==> src/rtl/exu_posit_pkg.sv <==
// rtl/exu_posit_pkg.sv - shared posit constants, FSM state type and decoded-field struct
package exu_posit_pkg;

    // Ceiling log2, used for shift-count and regime widths.
    function automatic int log2(input int v);
        int r;
        r = 0;
        for (int i = 0; i < 32; i++) begin
            if ((1 << i) < v) r = i + 1;
        end
        return r;
    endfunction

    localparam int POSIT_N  = 32;
    localparam int POSIT_ES = 4;
    localparam int POSIT_BS = log2(POSIT_N);
    localparam int SCALE_W  = POSIT_BS + POSIT_ES + 2;
    localparam int FRAC_W   = POSIT_N - POSIT_ES;
    localparam logic [POSIT_N-1:0] POSIT_NAR = {1'b1, {(POSIT_N-1){1'b0}}};

    typedef enum logic [1:0] {IDLE, DECODE, SHIFT, ROUND} p2i_state_t;

    typedef struct packed {
        logic                       sgn;
        logic                       nar;
        logic                       zero;
        logic signed [SCALE_W-1:0]  scale;
        logic [FRAC_W-1:0]          frac;
    } posit_fields_t;

endpackage

==> src/rtl/exu_posit_p2i_ctl_if.sv <==
// rtl/exu_posit_p2i_ctl_if.sv - start/busy/done request and result bundle of the posit-to-int converter
interface exu_posit_p2i_ctl_if;
    import exu_posit_pkg::*;

    logic                start;
    logic [POSIT_N-1:0]  in;
    logic                is_unsigned;
    logic                busy;
    logic                done;
    logic [POSIT_N-1:0]  out;
    logic                nv;
    logic                nx;

    modport master (output start, in, is_unsigned, input busy, done, out, nv, nx);
    modport slave  (input start, in, is_unsigned, output busy, done, out, nv, nx);
endinterface

==> src/rtl/exu_posit_field_dec.sv <==
// rtl/exu_posit_field_dec.sv - combinational posit field decoder (leading-run regime, exponent, fraction)
module exu_posit_field_dec
    import exu_posit_pkg::*;
(
    input  logic [POSIT_N-1:0] posit,
    output posit_fields_t      fields
);

    localparam logic signed [SCALE_W-1:0] K_ONE = 1;

    logic [POSIT_N-2:0]         body;
    logic [POSIT_BS:0]          run;
    logic                       run_done;
    logic [POSIT_N-1:0]         rest;
    logic signed [SCALE_W-1:0]  kpos;
    logic signed [SCALE_W-1:0]  k;
    logic [POSIT_ES-1:0]        exp_bits;

    // Magnitude, regime run length, then strip regime+terminator to expose exponent and fraction.
    always_comb begin
        body     = posit[POSIT_N-1] ? (~posit[POSIT_N-2:0] + 1'b1) : posit[POSIT_N-2:0];
        run      = '0;
        run_done = 1'b0;
        for (int i = POSIT_N - 2; i >= 0; i--) begin
            if (!run_done && (body[i] == body[POSIT_N-2])) run = run + 1'b1;
            else run_done = 1'b1;
        end
        rest     = {body, 1'b0} << (run + 1'b1);
        kpos     = $signed({{(SCALE_W-POSIT_BS-1){1'b0}}, run});
        k        = body[POSIT_N-2] ? (kpos - K_ONE) : -kpos;
        exp_bits = rest[POSIT_N-1 -: POSIT_ES];

        fields.sgn   = posit[POSIT_N-1];
        fields.nar   = (posit == POSIT_NAR);
        fields.zero  = (posit == '0);
        fields.scale = (k <<< POSIT_ES) + $signed({{(SCALE_W-POSIT_ES){1'b0}}, exp_bits});
        fields.frac  = rest[FRAC_W-1:0];
    end

endmodule

==> src/rtl/exu_posit_p2i_ctl.sv <==
// rtl/exu_posit_p2i_ctl.sv - multi-cycle posit to int32 converter; EXU_POSIT_P2I_SHIFT4_EN enables 4-bit shift steps
module exu_posit_p2i_ctl
    import exu_posit_pkg::*;
(
    input  logic                clk,
    input  logic                rst,
    exu_posit_p2i_ctl_if.slave  p2i
);

    localparam int CNT_W = POSIT_BS + 1;
    localparam logic signed [SCALE_W-1:0] S_NM1  = SCALE_W'(POSIT_N - 1);
    localparam logic signed [SCALE_W-1:0] S_N    = SCALE_W'(POSIT_N);
    localparam logic signed [SCALE_W-1:0] S_SHMX = SCALE_W'(POSIT_N + 1);
    localparam logic [POSIT_N-1:0] INT_MAX  = {1'b0, {(POSIT_N-1){1'b1}}};
    localparam logic [POSIT_N-1:0] UINT_MAX = '1;

    p2i_state_t           state_q, state_d;
    logic                 busy_q, busy_d, done_q, done_d;
    logic [POSIT_N-1:0]   out_q, out_d;
    logic                 nv_q, nv_d, nx_q, nx_d;
    logic [POSIT_N-1:0]   op_q, op_d;
    logic                 uns_q, uns_d, sgn_q, sgn_d;
    logic [POSIT_N-1:0]   m_q, m_d;
    logic                 g_q, g_d, st_q, st_d;
    logic [CNT_W-1:0]     cnt_q, cnt_d;
    logic                 spec_q, spec_d, res_nv_q, res_nv_d;
    logic [POSIT_N-1:0]   res_q, res_d;

    posit_fields_t              fld;
    logic signed [SCALE_W-1:0]  diff;
    logic [CNT_W-1:0]           sh;
    logic                       special;
    logic                       ulp;
    logic [POSIT_N:0]           r;

    exu_posit_field_dec u_dec (
        .posit  (op_q),
        .fields (fld)
    );

    assign p2i.busy = busy_q;
    assign p2i.done = done_q;
    assign p2i.out  = out_q;
    assign p2i.nv   = nv_q;
    assign p2i.nx   = nx_q;

    // Next-state, datapath and result computation for the whole conversion.
    always_comb begin
        state_d = state_q;   busy_d = busy_q;   done_d = 1'b0;
        out_d = out_q;       nv_d = nv_q;       nx_d = nx_q;
        op_d = op_q;         uns_d = uns_q;     sgn_d = sgn_q;
        m_d = m_q;           g_d = g_q;         st_d = st_q;     cnt_d = cnt_q;
        spec_d = spec_q;     res_d = res_q;     res_nv_d = res_nv_q;

        // Right-shift distance that brings the integer bit to position 0.
        diff = S_NM1 - $signed(fld.scale);
        if (diff[SCALE_W-1])  sh = '0;
        else if (diff > S_SHMX) sh = CNT_W'(POSIT_N + 1);
        else                  sh = diff[CNT_W-1:0];

        special = fld.nar | fld.zero
                | (!uns_q & ($signed(fld.scale) >= S_NM1))
                | ( uns_q & ($signed(fld.scale) >= S_N));

        ulp = g_q & (st_q | m_q[0]);
        r   = {1'b0, m_q} + {{POSIT_N{1'b0}}, ulp};

        case (state_q)
            IDLE: begin
                if (p2i.start) begin
                    op_d    = p2i.in;
                    uns_d   = p2i.is_unsigned;
                    busy_d  = 1'b1;
                    state_d = DECODE;
                end
            end
            DECODE: begin
                sgn_d    = fld.sgn;
                m_d      = {1'b1, fld.frac, {(POSIT_N-1-FRAC_W){1'b0}}};
                g_d      = 1'b0;
                st_d     = 1'b0;
                cnt_d    = sh;
                spec_d   = special;
                res_nv_d = 1'b1;
                if (fld.nar)       res_d = uns_q ? UINT_MAX : POSIT_NAR;
                else if (fld.zero) begin res_d = '0; res_nv_d = 1'b0; end
                else if (!uns_q)   res_d = fld.sgn ? POSIT_NAR : INT_MAX;
                else               res_d = UINT_MAX;
                state_d = (special || sh == '0) ? ROUND : SHIFT;
            end
            SHIFT: begin
`ifdef EXU_POSIT_P2I_SHIFT4_EN
                if (cnt_q >= CNT_W'(4)) begin
                    m_d   = m_q >> 4;
                    g_d   = m_q[3];
                    st_d  = st_q | g_q | (|m_q[2:0]);
                    cnt_d = cnt_q - CNT_W'(4);
                end else begin
                    m_d   = m_q >> 1;
                    g_d   = m_q[0];
                    st_d  = st_q | g_q;
                    cnt_d = cnt_q - CNT_W'(1);
                end
`else
                m_d   = m_q >> 1;
                g_d   = m_q[0];
                st_d  = st_q | g_q;
                cnt_d = cnt_q - CNT_W'(1);
`endif
                if (cnt_d == '0) state_d = ROUND;
            end
            ROUND: begin
                nv_d = 1'b0;
                nx_d = g_q | st_q;
                if (spec_q) begin
                    out_d = res_q;  nv_d = res_nv_q;  nx_d = 1'b0;
                end else if (!uns_q) begin
                    if (!sgn_q && (r > {1'b0, INT_MAX})) begin
                        out_d = INT_MAX;  nv_d = 1'b1;  nx_d = 1'b0;
                    end else begin
                        out_d = sgn_q ? (~r[POSIT_N-1:0] + 1'b1) : r[POSIT_N-1:0];
                    end
                end else if (sgn_q) begin
                    out_d = '0;
                    if (r != '0) begin nv_d = 1'b1; nx_d = 1'b0; end
                end else begin
                    out_d = r[POSIT_N-1:0];
                end
                done_d  = 1'b1;
                busy_d  = 1'b0;
                state_d = IDLE;
            end
            default: state_d = IDLE;
        endcase
    end

    // State and output registers; reset abandons any conversion in flight.
    always_ff @(posedge clk or posedge rst) begin
        if (rst) begin
            state_q <= IDLE;  busy_q <= 1'b0;  done_q <= 1'b0;
            out_q <= '0;      nv_q <= 1'b0;    nx_q <= 1'b0;
            op_q <= '0;       uns_q <= 1'b0;   sgn_q <= 1'b0;
            m_q <= '0;        g_q <= 1'b0;     st_q <= 1'b0;    cnt_q <= '0;
            spec_q <= 1'b0;   res_q <= '0;     res_nv_q <= 1'b0;
        end else begin
            state_q <= state_d;  busy_q <= busy_d;  done_q <= done_d;
            out_q <= out_d;      nv_q <= nv_d;      nx_q <= nx_d;
            op_q <= op_d;        uns_q <= uns_d;    sgn_q <= sgn_d;
            m_q <= m_d;          g_q <= g_d;        st_q <= st_d;    cnt_q <= cnt_d;
            spec_q <= spec_d;    res_q <= res_d;    res_nv_q <= res_nv_d;
        end
    end

endmodule

==> src/flat_wrapper.sv <==
// flat-port wrapper written by rule: the top's interface ports become plain ports
module exu_posit_p2i_ctl_flat import exu_posit_pkg::*;
  (clk, rst, p2i_start, p2i_in, p2i_is_unsigned, p2i_busy, p2i_done, p2i_out, p2i_nv, p2i_nx);
  exu_posit_p2i_ctl_if p2i_i ();
  input  logic clk;
  input  logic rst;
  input wire logic [$bits(p2i_i.start)-1:0] p2i_start;
  input wire logic [$bits(p2i_i.in)-1:0] p2i_in;
  input wire logic [$bits(p2i_i.is_unsigned)-1:0] p2i_is_unsigned;
  output wire logic [$bits(p2i_i.busy)-1:0] p2i_busy;
  output wire logic [$bits(p2i_i.done)-1:0] p2i_done;
  output wire logic [$bits(p2i_i.out)-1:0] p2i_out;
  output wire logic [$bits(p2i_i.nv)-1:0] p2i_nv;
  output wire logic [$bits(p2i_i.nx)-1:0] p2i_nx;
  assign p2i_i.start = p2i_start;
  assign p2i_i.in = p2i_in;
  assign p2i_i.is_unsigned = p2i_is_unsigned;
  assign p2i_busy = p2i_i.busy;
  assign p2i_done = p2i_i.done;
  assign p2i_out = p2i_i.out;
  assign p2i_nv = p2i_i.nv;
  assign p2i_nx = p2i_i.nx;
  exu_posit_p2i_ctl u_core (.clk(clk), .rst(rst), .p2i(p2i_i));
endmodule
==> config.mk <==
export PLATFORM = sky130hd
export DESIGN_NAME = exu_posit_p2i_ctl_flat
export DESIGN_NICKNAME = d
export VERILOG_FILES = /design/src/rtl/exu_posit_pkg.sv /design/src/rtl/exu_posit_p2i_ctl_if.sv /design/src/rtl/exu_posit_field_dec.sv /design/src/rtl/exu_posit_p2i_ctl.sv /design/src/flat_wrapper.sv
export SDC_FILE = /design/constraint.sdc
export NUM_CORES = 1
export LEC_CHECK = 0
export ABC_AREA = 1
export BUFFER_PORTS_ARGS = -buffer_cell sky130_fd_sc_hd__buf_2
export CAP_MARGIN = 10
export CORE_MARGIN = 5
export CORE_UTILIZATION = 58
export CTS_BUF_LIST = sky130_fd_sc_hd__clkbuf_8
export DETAILED_ROUTE_END_ITERATION = 6
export PLACE_DENSITY = 0.79
export SYNTH_ARGS = -nofsm -noshare
export SYNTH_HDL_FRONTEND = slang
export SYNTH_SLANG_ARGS = --single-unit
export TNS_END_PERCENT = 50
==> constraint.sdc <==
create_clock -name clk -period 16.4 [get_ports clk]
set_clock_uncertainty 0.1 [all_clocks]
set_input_delay 0.82 -clock clk [delete_from_list [all_inputs] [get_ports clk]]
set_output_delay 0.82 -clock clk [all_outputs]
set_load 0.005 [all_outputs]
==> out/results.tsv, run 1 <==
stage	metric	value	unit
clocking	Root Driver	clkbuf_8	
timing	relative slew slack	22.89	%
placed_design	dpl hpwl	38380	um
timing	Final setup viols	31	
min_path	Worst Hold Class	reg2reg	
synthesis	Mapped Nets	2636	
clocking	Worst-path clk slew	0.10	ns
timing	achievable clock frequency	58.78	MHz
timing	Worst Tran Pin Value	1.154	ns
finish	Multi-input gate area	0.01243	mm2
timing	Final WS setup	-0.6121	ns
detailed_routing	Via density	5.741	
finish	Area growth syn-to-layout	32.02	%
synthesis	Area contributors post-synth	dfrtp_1, nand2_1, nand3_1	
clocking	CTS tree	yes	
timing	Pins Over Slew Limit	0	
global_route	first-pass GRT wire length	84680	um
synthesis	Post-Synthesis Cells	2559	
global_route	total track usage	32.62	%
die	CORE AREA	0.02763	mm2
detailed_routing	DRC violations left	1	
synthesis	register area share after synthesis	22.22	%
setup_path	data arrival time of the critical path	17.27	ns
synthesis	Avg Cell Area, Syn	6.293	um2
clocking	clock sinks	143	
clocking	clk_lat worst skew	0.48	ns
synthesis	share of Yosys cell area claimed by the top area cell type	22.22	%
setup_path	crit-path max FO	8	
setup_path	Setup Crit Path Kind	reg2reg	
synthesis	Synth async-reset ratio	100.0	%
die	number of cell rows	61	
die	Starting Density	58.28	%
die	Chip Width	176.6	um
global_route	grt ovf	0	
detailed_routing	Antenna Nets Post-Route	0	
global_route	largest net degree at the start of global routing	86	
finish	Filler cells	2044	
global_route	initial antenna violation count	1	
setup_path	Crit path top cell by count	nand2_4	
detailed_routing	Detailed Route Iter0 Violations	1983	
setup_path	R2R depth	123	
run	MaxCap Viol Count	0	
timing	final hold viol count	0	
die	Die ar.	0.03120	mm2
setup_path	CP max stage cell	dfrtp_1	
synthesis	Ys Warns	0	
timing	minimum clock period	17.01	ns
setup_path	reg2reg start	u_core.op_q[1]$_DFFE_PP0P_	
detailed_routing	final wirelength	54600	um
clocking	CTS buffer count	17	
die	io pins	72	
min_path	Hold EP	u_core.p2i.out[31]$_DFFE_PP0P_	
detailed_routing	via count	18860	
setup_path	Crit path largest cell delay	0.42	ns
run_status	failing checks	DRC, setup timing	
clocking	hold_buf cts	0	
synthesis	post-synthesis sequential element count	143	
global_route	vias in the first global route	17610	
placed_design	dpl cells	3168	
synthesis	Netlist cell types	67	
clocking	H-tree depth	4	
run_status	outcome	finished with violations	
min_path	Hold Path Origin	u_core.p2i.out[31]$_DFFE_PP0P_	
setup_path	Reg2Reg Setup Slack	-0.61	ns
finish	ant diodes	0	
placed_design	I/O Buffers	71	
synthesis	ys flop type	dfrtp_1	
die	die height	176.6	um
timing	Final Cycle Share	103.7	%
setup_path	reg-to-reg endpoint	u_core.cnt_q[0]$_DFFE_PP0P_	
finish	register area	0.003582	mm2
finish	ratio of cells with drive above 1 in the final layout	32.26	%
setup_path	CP Capture Type	flop	
detailed_routing	post-DR wirelength/cell	16.62	um
clocking	Clock Tree Buf Depth	2	
synthesis	Mapped Area	0.01610	mm2
finish	fin nets	2973	
timing	RSZ-0062 raised after global routing	yes	
placed_design	Final GP Congestion	1.027	
finish	final instance area	0.02126	mm2
synthesis	cell taking the most area after synthesis	dfrtp_1	
setup_path	CP Launch Type	flop	
setup_path	critical path required time	16.66	ns
min_path	hold path depth	2	
finish	final std cells w/o fill	3286	
synthesis	Post-synth EDFFs	0	
placed_design	placement-stage cell area	0.01856	mm2
detailed_routing	DR pass1 iterations	7	
-- metal layers --
metal,GRT usage (%),vias to the layer above,wire [um]
li1,-,9050,-
met1,44.19,8750,22840
met2,53.38,877,25450
met3,5.106,187,4164
met4,11.12,0,2156
met5,0,-,0
-- cells by family (layout without fill, tap and decap cells) --
group	Yosys count	in the layout	synth area share (%)
AND/OR/NAND/NOR	1515	1515	45.99
buffers and inverters	444	793	11.46
AO/OA/AOI/OAI	310	310	11.33
flip-flops	143	143	22.22
XOR/XNOR	106	106	5.812
adder cells (fa/ha/maj)	41	41	3.186
-- cells in the mapped netlist (33+ instances only) --
master,number
xor2_1,94
nor2_1,255
a21oi_1,63
ha_1,41
nand2_1,622
nor3_1,38
clkbuf_1,38
dfrtp_1,143
nand2_2,72
nand3_2,33
inv_1,333
o21ai_0,124
nand4_1,87
nand3_1,284
-- area by class of cell --
cell class | count | share of cell area (%)
flip-flops and latches | 143 | 16.85
repair buffers | 397 | 13.94
inverters | 365 | 6.598
well taps | 378 | 2.225
multi-input cells | 1972 | 58.48
clock buffers | 20 | 1.295
clock inverters | 11 | 0.6121
-- state kept, by name, summed over array words and instances (netlist names), 2 cells and up --
register	cells
u_core.cnt_q	33
u_core.op_q	32
u_core.res_q	2
u_core.state_q	2
u_core.p2i.out	32
u_core.m_q	32
-- layout by cell type (no fill, tap or decap), types with 7 or more instances in the layout --
cell      instances
a21oi_1          51
o211ai_1          9
dfrtp_1         140
clkbuf_8         20
a21oi_2           9
a22oi_1           7
ha_4             25
buf_2            71
xnor2_1          10
nor2_4           26
buf_4           296
nor3_1           36
nor2_1          217
o21ai_1          16
nand4_1          87
o21ai_0         114
nand3_4          32
nand2_4          67
nand2_2         119
inv_2            36
buf_6            24
nor4_1           15
nand3_2          78
xor2_1           91
nand2_1         534
ha_1             16
nor2_2           33
nand3_1         219
or2_4             9
or2_2             8
inv_1           316
o22ai_1          29
-- stage by stage --
stage / setup TNS [ns] / hold slack, ns / utilization, % / setup WS (ns)
final: -8.493 / 0.3860 / 76.95 / -0.6121
after global routing: -29.40 / 0.4258 / 76.95 / -1.238
after CTS: -18.09 / 0.3899 / 73.60 / -0.8320
after detailed placement: -30.32 / 0.3703 / 67.18 / -1.335
after global placement: -11.79 / 0.3627 / 67.18 / -0.6773
after floorplan: 0 / 0.3517 / - / 0.001723
-- critical path: cells and delay by family, from the launching register on --
family	cells	cell delay, ns
AND/OR/NAND/NOR	74	7.88
adder cells (fa/ha/maj)	28	6.49
buffers and inverters	16	1.17
AO/OA/AOI/OAI	5	0.78
flip-flops	1	0.42
-- worst max path at each step --
stage                                start                       endpoint  depth (start not counted)
5_1_grt         u_core.op_q[1]$_DFFE_PP0P_  u_core.state_q[0]$_DFFE_PP0P_                        126
3_5_place_dp    u_core.op_q[1]$_DFFE_PP0P_    u_core.cnt_q[3]$_DFFE_PP0P_                        123
6_report        u_core.op_q[1]$_DFFE_PP0P_    u_core.cnt_q[0]$_DFFE_PP0P_                        123
3_3_place_gp   u_core.op_q[15]$_DFFE_PP0P_    u_core.cnt_q[1]$_DFFE_PP0P_                        122
4_1_cts         u_core.op_q[0]$_DFFE_PP0P_  u_core.state_q[0]$_DFFE_PP0P_                        122
2_1_floorplan   u_core.op_q[0]$_DFFE_PP0P_  u_core.state_q[0]$_DFFE_PP0P_                        126
-- timing repair --
item | in CTS | in global routing
setup buffers | 63 | 25
resized for setup | 215 | 174
endpoints found under the setup margin | 35 | 35
pin swaps | 114 | 144
cloned | 2 | 0
hold endpoints to repair | 0 | 0
Power of run 1 is left out: the tool's default activity adds up to more than one toggle a clock period on the data nets, which glitch-free logic cannot reach.
==> run 2: changes to the inputs <==
Settings changed: CELL_PAD_IN_SITES_DETAIL_PLACEMENT from default to 0, CELL_PAD_IN_SITES_GLOBAL_PLACEMENT from default to 1, CORE_UTILIZATION 58 to 42, PLACE_DENSITY 0.79 to default, PLACE_DENSITY_LB_ADDON from default to 0.1, RECOVER_POWER from default to 25.
==> run 2 against run 1 <==
Net effect: the flow finishes with violations (capacitance limit, slew limit, setup timing); die area rose by 36%; register-to-register slack improved by 0.18 ns; final area rose by 1.4%; routed wire length fell by 2.3%; hold slack improved by 0.0016 ns; global-route usage fell by 7.6 points; sequential share of layout area fell by 0.23 points; critical path type unchanged; highest routed layer unchanged.
==> out/results.tsv, run 2 (synthesis results as in run 1) <==
stage	metric	value	unit
timing	Worst Tran Pin Value	4.600	ns
finish	final std cells w/o fill	3439	
setup_path	WP buf/inv	16	
timing	Final setup viols	33	
clocking	Clock Tree Buf Depth	2	
detailed_routing	post-DR wirelength/cell	15.52	um
detailed_routing	Detailed Route Iter0 Violations	1042	
timing	final hold viol count	0	
clocking	Worst-path clk slew	0.10	ns
finish	final instance area	0.02155	mm2
die	Starting Density	42.65	%
timing	minimum clock period	16.83	ns
detailed_routing	via count	17750	
die	Die ar.	0.04236	mm2
finish	Filler cells	3770	
detailed_routing	Via density	5.162	
setup_path	delay-heaviest family, CP	simple AND/OR/NAND/NOR gates	
global_route	first-pass GRT wire length	86650	um
finish	commonest non-fill, non-tap cell in the layout	nand2_1	
finish	ant diodes	0	
clocking	CTS buffer count	17	
run_status	outcome	finished with violations	
detailed_routing	DRC violations left	0	
global_route	total track usage	25.00	%
finish	commonest non-fill, non-tap cells in the layout	nand2_1, buf_4, inv_1	
die	CORE AREA	0.03776	mm2
setup_path	Crit path largest cell delay	0.44	ns
global_route	initial antenna violation count	0	
timing	Final WS setup	-0.4278	ns
die	number of cell rows	71	
placed_design	dpl hpwl	40590	um
global_route	grt ovf	0	
setup_path	CP max stage cell	dfrtp_1	
setup_path	data arrival time of the critical path	17.13	ns
setup_path	critical path required time	16.70	ns
run	MaxCap Viol Count	1	
setup_path	crit-path max FO	14	
clocking	H-tree depth	4	
detailed_routing	DR pass1 iterations	5	
clocking	clk_lat worst skew	0.50	ns
timing	RSZ-0062 raised after global routing	yes	
setup_path	CP Launch Type	flop	
finish	Area growth syn-to-layout	33.83	%
clocking	Root Driver	clkbuf_8	
clocking	CTS tree	yes	
placed_design	I/O Buffers	71	
clocking	clock sinks	143	
finish	ratio of cells with drive above 1 in the final layout	33.98	%
detailed_routing	final wirelength	53370	um
placed_design	dpl cells	3319	
placed_design	DP Worst Slack	-1.104	ns
die	Chip Width	205.8	um
timing	Pins Over Slew Limit	98	
placed_design	placement-stage cell area	0.01887	mm2
finish	max reg flops	33	
global_route	vias in the first global route	16940	
timing	Final Cycle Share	102.6	%
finish	largest register by flop count	u_core.cnt_q	
setup_path	CP Capture Type	flop	
run_status	failing checks	capacitance limit, slew limit, setup timing	
global_route	largest net degree at the start of global routing	98	
finish	fin nets	2992	
detailed_routing	Antenna Nets Post-Route	0	
die	die height	205.8	um
die	io pins	72	
timing	relative slew slack	-208.3	%
min_path	Worst Hold Class	reg2reg	
setup_path	Setup Crit Path Kind	reg2reg	
placed_design	Final GP Congestion	0.9756	
timing	achievable clock frequency	59.43	MHz
finish	Util after Layout	57.08	%
## run 2: cell types whose count changed in the layout (fill, tap and decap cells not counted), sizes merged
cell	delta
bufinv	-2
clkinv	+1
buf	+18
clkinvlp	+2
nand2	+1
## run 2: final cells by class
class / instances / area (um2) / share of cell area, %
multi-input cells: 1973 / 12460 / 57.80
flip-flops and latches: 143 / 3582 / 16.62
repair buffers: 415 / 3110 / 14.43
inverters: 365 / 1388 / 6.439
well taps: 511 / 639.4 / 2.967
clock buffers: 20 / 275.3 / 1.277
clock inverters: 12 / 100.1 / 0.4645
## run 2: final timing paths
| check | from | end | slack [ns] | depth (start not counted) |
|---|---|---|---|---|
| setup / recovery | u_core.op_q[2]$_DFFE_PP0P_ | u_core.cnt_q[0]$_DFFE_PP0P_ | -0.43 | 123 |
| hold / removal | u_core.p2i.out[31]$_DFFE_PP0P_ | u_core.p2i.out[31]$_DFFE_PP0P_ | 0.39 | 2 |
| setup reg to reg | u_core.op_q[2]$_DFFE_PP0P_ | u_core.cnt_q[0]$_DFFE_PP0P_ | -0.43 | 123 |
| hold reg to reg | u_core.p2i.out[31]$_DFFE_PP0P_ | u_core.p2i.out[31]$_DFFE_PP0P_ | 0.39 | 2 |
| max in group asynchronous | rst | u_core.op_q[21]$_DFFE_PP0P_ | 12.21 | 2 |
| min in group asynchronous | rst | u_core.p2i.done$_DFF_PP0_ | 1.59 | 2 |
## run 2: per-stage QoR
stage               TNS (ns)  hold WS [ns]
finish                -5.970        0.3877
global route          -32.70        0.4120
CTS                   -12.56        0.3854
detailed placement    -28.67        0.3771
global placement      -16.58        0.3671
floorplan                  0        0.3517
## run 2: timing repair
item,4_1_cts,5_1_grt
endpoints found under the hold margin,0,0
setup endpoints to repair,35,35
gates resized for setup,205,193
buffers inserted,68,27
gates cloned,2,0
pin swaps,93,148
hold buffers,0,0
## run 2: worst register-to-register path, delay by kind of cell, from the launching register on
kind	cells	cell delay [ns]
DFF	1	0.44
AOI/OAI and AO/OA	3	0.51
buffers and inverters	16	1.07
adders and majority gates	27	6.35
and+or+nand+nor	77	8.29
## run 2: routing by layer
layer | vias up | GRT usage [%] | share of wire (%)
met5 | - | 0 | 0
met4 | 0 | 6.250 | 2.3
met3 | 71 | 3.861 | 5.0
met2 | 371 | 38.72 | 44
met1 | 8225 | 36.52 | 49
li1 | 9084 | - | -
Power of run 2 is left out for the same reason.
==> run 3: changes to the inputs <==
Settings changed: PLACE_DENSITY from default to 0.87, PLACE_DENSITY_LB_ADDON 0.1 to default.
==> run 3 against run 2 <==
Net effect: the flow still finishes with violations (capacitance limit, slew limit, setup timing); final area shrank 1.0%; flip-flop and latch count is the same; count of clock-buffer cells in the layout shrank 3; routed wire length shrank 2.8%; via count grew 0.93%; first-iteration DRC count grew 14%; non-clock buffer count is the same; global-route usage shrank 1.1 points; sequential share of layout area grew 0.19 points; die area is the same.
==> out/results.tsv, run 3 (synthesis results as in run 1) <==
stage	metric	value	unit
die	die height	205.8	um
finish	commonest non-fill, non-tap cell in the layout	nand2_1	
detailed_routing	Antenna Nets Post-Route	0	
run_status	failing checks	capacitance limit, slew limit, setup timing	
placed_design	dpl cells	3332	
detailed_routing	DR pass1 iterations	5	
setup_path	Worst Setup EP	u_core.cnt_q[1]$_DFFE_PP0P_	
setup_path	Crit path largest cell delay	0.42	ns
clocking	CTS buffer count	17	
die	CORE AREA	0.03776	mm2
finish	max reg flops	33	
setup_path	CP Capture Type	flop	
finish	register area	0.003586	mm2
clocking	H-tree depth	4	
die	Die ar.	0.04236	mm2
timing	minimum clock period	16.84	ns
finish	commonest non-fill, non-tap cells in the layout	nand2_1, buf_4, inv_1	
placed_design	DP Worst Slack	-1.144	ns
setup_path	CP Launch Type	flop	
run_status	outcome	finished with violations	
die	io pins	72	
setup_path	Crit path top cell by count	ha_4	
setup_path	reg2reg start	u_core.op_q[0]$_DFFE_PP0P_	
min_path	Worst Hold Class	reg2reg	
setup_path	Setup Crit Path Kind	reg2reg	
global_route	largest net degree at the start of global routing	92	
finish	largest register by flop count	u_core.cnt_q	
clocking	clk_lat worst skew	0.52	ns
clocking	CTS tree	yes	
global_route	vias in the first global route	16820	
clocking	Root Driver	clkbuf_8	
finish	fin nets	2992	
global_route	initial antenna violation count	1	
clocking	hold_buf cts	0	
finish	ratio of cells with drive above 1 in the final layout	32.92	%
placed_design	Final GP Congestion	0.9799	
global_route	grt ovf	0	
setup_path	R2R depth	124	
die	number of cell rows	71	
run	MaxCap Viol Count	1	
timing	achievable clock frequency	59.40	MHz
timing	Final setup viols	31	
timing	final hold viol count	0	
timing	Final WS setup	-0.4357	ns
detailed_routing	post-DR wirelength/cell	15.08	um
timing	Pins Over Slew Limit	92	
finish	Filler cells	3642	
timing	relative slew slack	-196.0	%
setup_path	CP max stage cell	dfrtp_1	
timing	Final Cycle Share	102.7	%
global_route	total track usage	23.93	%
setup_path	critical path required time	16.69	ns
die	Starting Density	42.65	%
timing	RSZ-0062 raised after global routing	yes	
finish	Multi-input gate area	0.01223	mm2
clocking	Clock Tree Buf Depth	2	
die	Chip Width	205.8	um
timing	Worst Tran Pin Value	4.416	ns
global_route	first-pass GRT wire length	83660	um
setup_path	data arrival time of the critical path	17.13	ns
clocking	Worst-path clk slew	0.12	ns
setup_path	Worst Setup SP	u_core.op_q[0]$_DFFE_PP0P_	
detailed_routing	DRC violations left	0	
placed_design	dpl hpwl	38830	um
clocking	clock sinks	143	
detailed_routing	Via density	5.210	
finish	final std cells w/o fill	3439	
setup_path	Reg2Reg Setup Slack	-0.44	ns
detailed_routing	Detailed Route Iter0 Violations	1191	
finish	Area growth syn-to-layout	32.48	%
finish	ant diodes	0	
detailed_routing	final wirelength	51860	um
setup_path	reg-to-reg endpoint	u_core.cnt_q[1]$_DFFE_PP0P_	
setup_path	crit-path max FO	12	
placed_design	I/O Buffers	71	
detailed_routing	via count	17920	
==> run 3: cell types whose count changed in the layout (fill, tap and decap cells not counted), sizes merged <==
cell	change
bufinv	+1
clkbuf	-3
inv	+3
clkinvlp	-1
==> run 3: final cells by class <==
cell class / count / area share (%)
Clock buffer: 17 / 1.097
Clock inverter: 15 / 0.7273
Tap cell: 511 / 2.997
Inverter: 365 / 6.545
Multi-Input combinational cell: 1973 / 57.33
Sequential cell: 143 / 16.81
Timing Repair Buffer: 415 / 14.50
==> run 3: worst min-delay path by stage <==
stage                                         startpoint                        endpoint  slack [ns]  depth (start not counted)
after global placement    u_core.p2i.out[31]$_DFFE_PP0P_  u_core.p2i.out[31]$_DFFE_PP0P_        0.36                          2
after floorplan             u_core.cnt_q[31]$_DFFE_PP0P_    u_core.cnt_q[31]$_DFFE_PP0P_        0.35                          2
final                     u_core.p2i.out[10]$_DFFE_PP0P_  u_core.p2i.out[10]$_DFFE_PP0P_        0.39                          2
after CTS                                     p2i_in[21]     u_core.op_q[21]$_DFFE_PP0P_        0.38                          3
after global routing                          p2i_in[22]     u_core.op_q[22]$_DFFE_PP0P_        0.40                          3
after detailed placement  u_core.p2i.out[31]$_DFFE_PP0P_  u_core.p2i.out[31]$_DFFE_PP0P_        0.38                          2
==> run 3: critical path: cells and delay by family, from the launching register on <==
family / cells / cell delay, ns
and+or+nand+nor: 77 / 8.38
AOI/OAI and AO/OA: 4 / 0.47
adders and majority gates: 27 / 6.24
buffers and inverters: 16 / 1.05
DFF: 1 / 0.42
==> run 3: timing repair <==
action                                  4_1_cts  5_1_grt
pin swaps                                    97      106
hold endpoints to repair                      0        0
resized for setup                           147      197
endpoints found under the setup margin       35       35
buffers inserted                             54       23
cloned                                        1        0
==> run 3: metal layers <==
layer  vias up  GRT usage, %  share of wire [%]
met2       397         39.21                 46
li1       9097             -                  -
met5         -             0                  0
met4         0         4.682                1.5
met3        65         3.184                5.2
met1      8357         34.03                 47
==> run 3: through the flow <==
stage | cell area [um2] | setup TNS (ns) | hold slack, ns | util (%)
2_1_floorplan | 16360 | 0 | 0.3517 | -
3_3_place_gp | 18950 | -20.45 | 0.3615 | 50.18
3_5_place_dp | 18950 | -31.50 | 0.3786 | 50.18
4_1_cts | 20380 | -15.57 | 0.3844 | 53.97
5_1_grt | 21330 | -30.58 | 0.3983 | 56.50
6_report | 21330 | -6.677 | 0.3948 | 56.50
Power of run 3 is left out for the same reason.
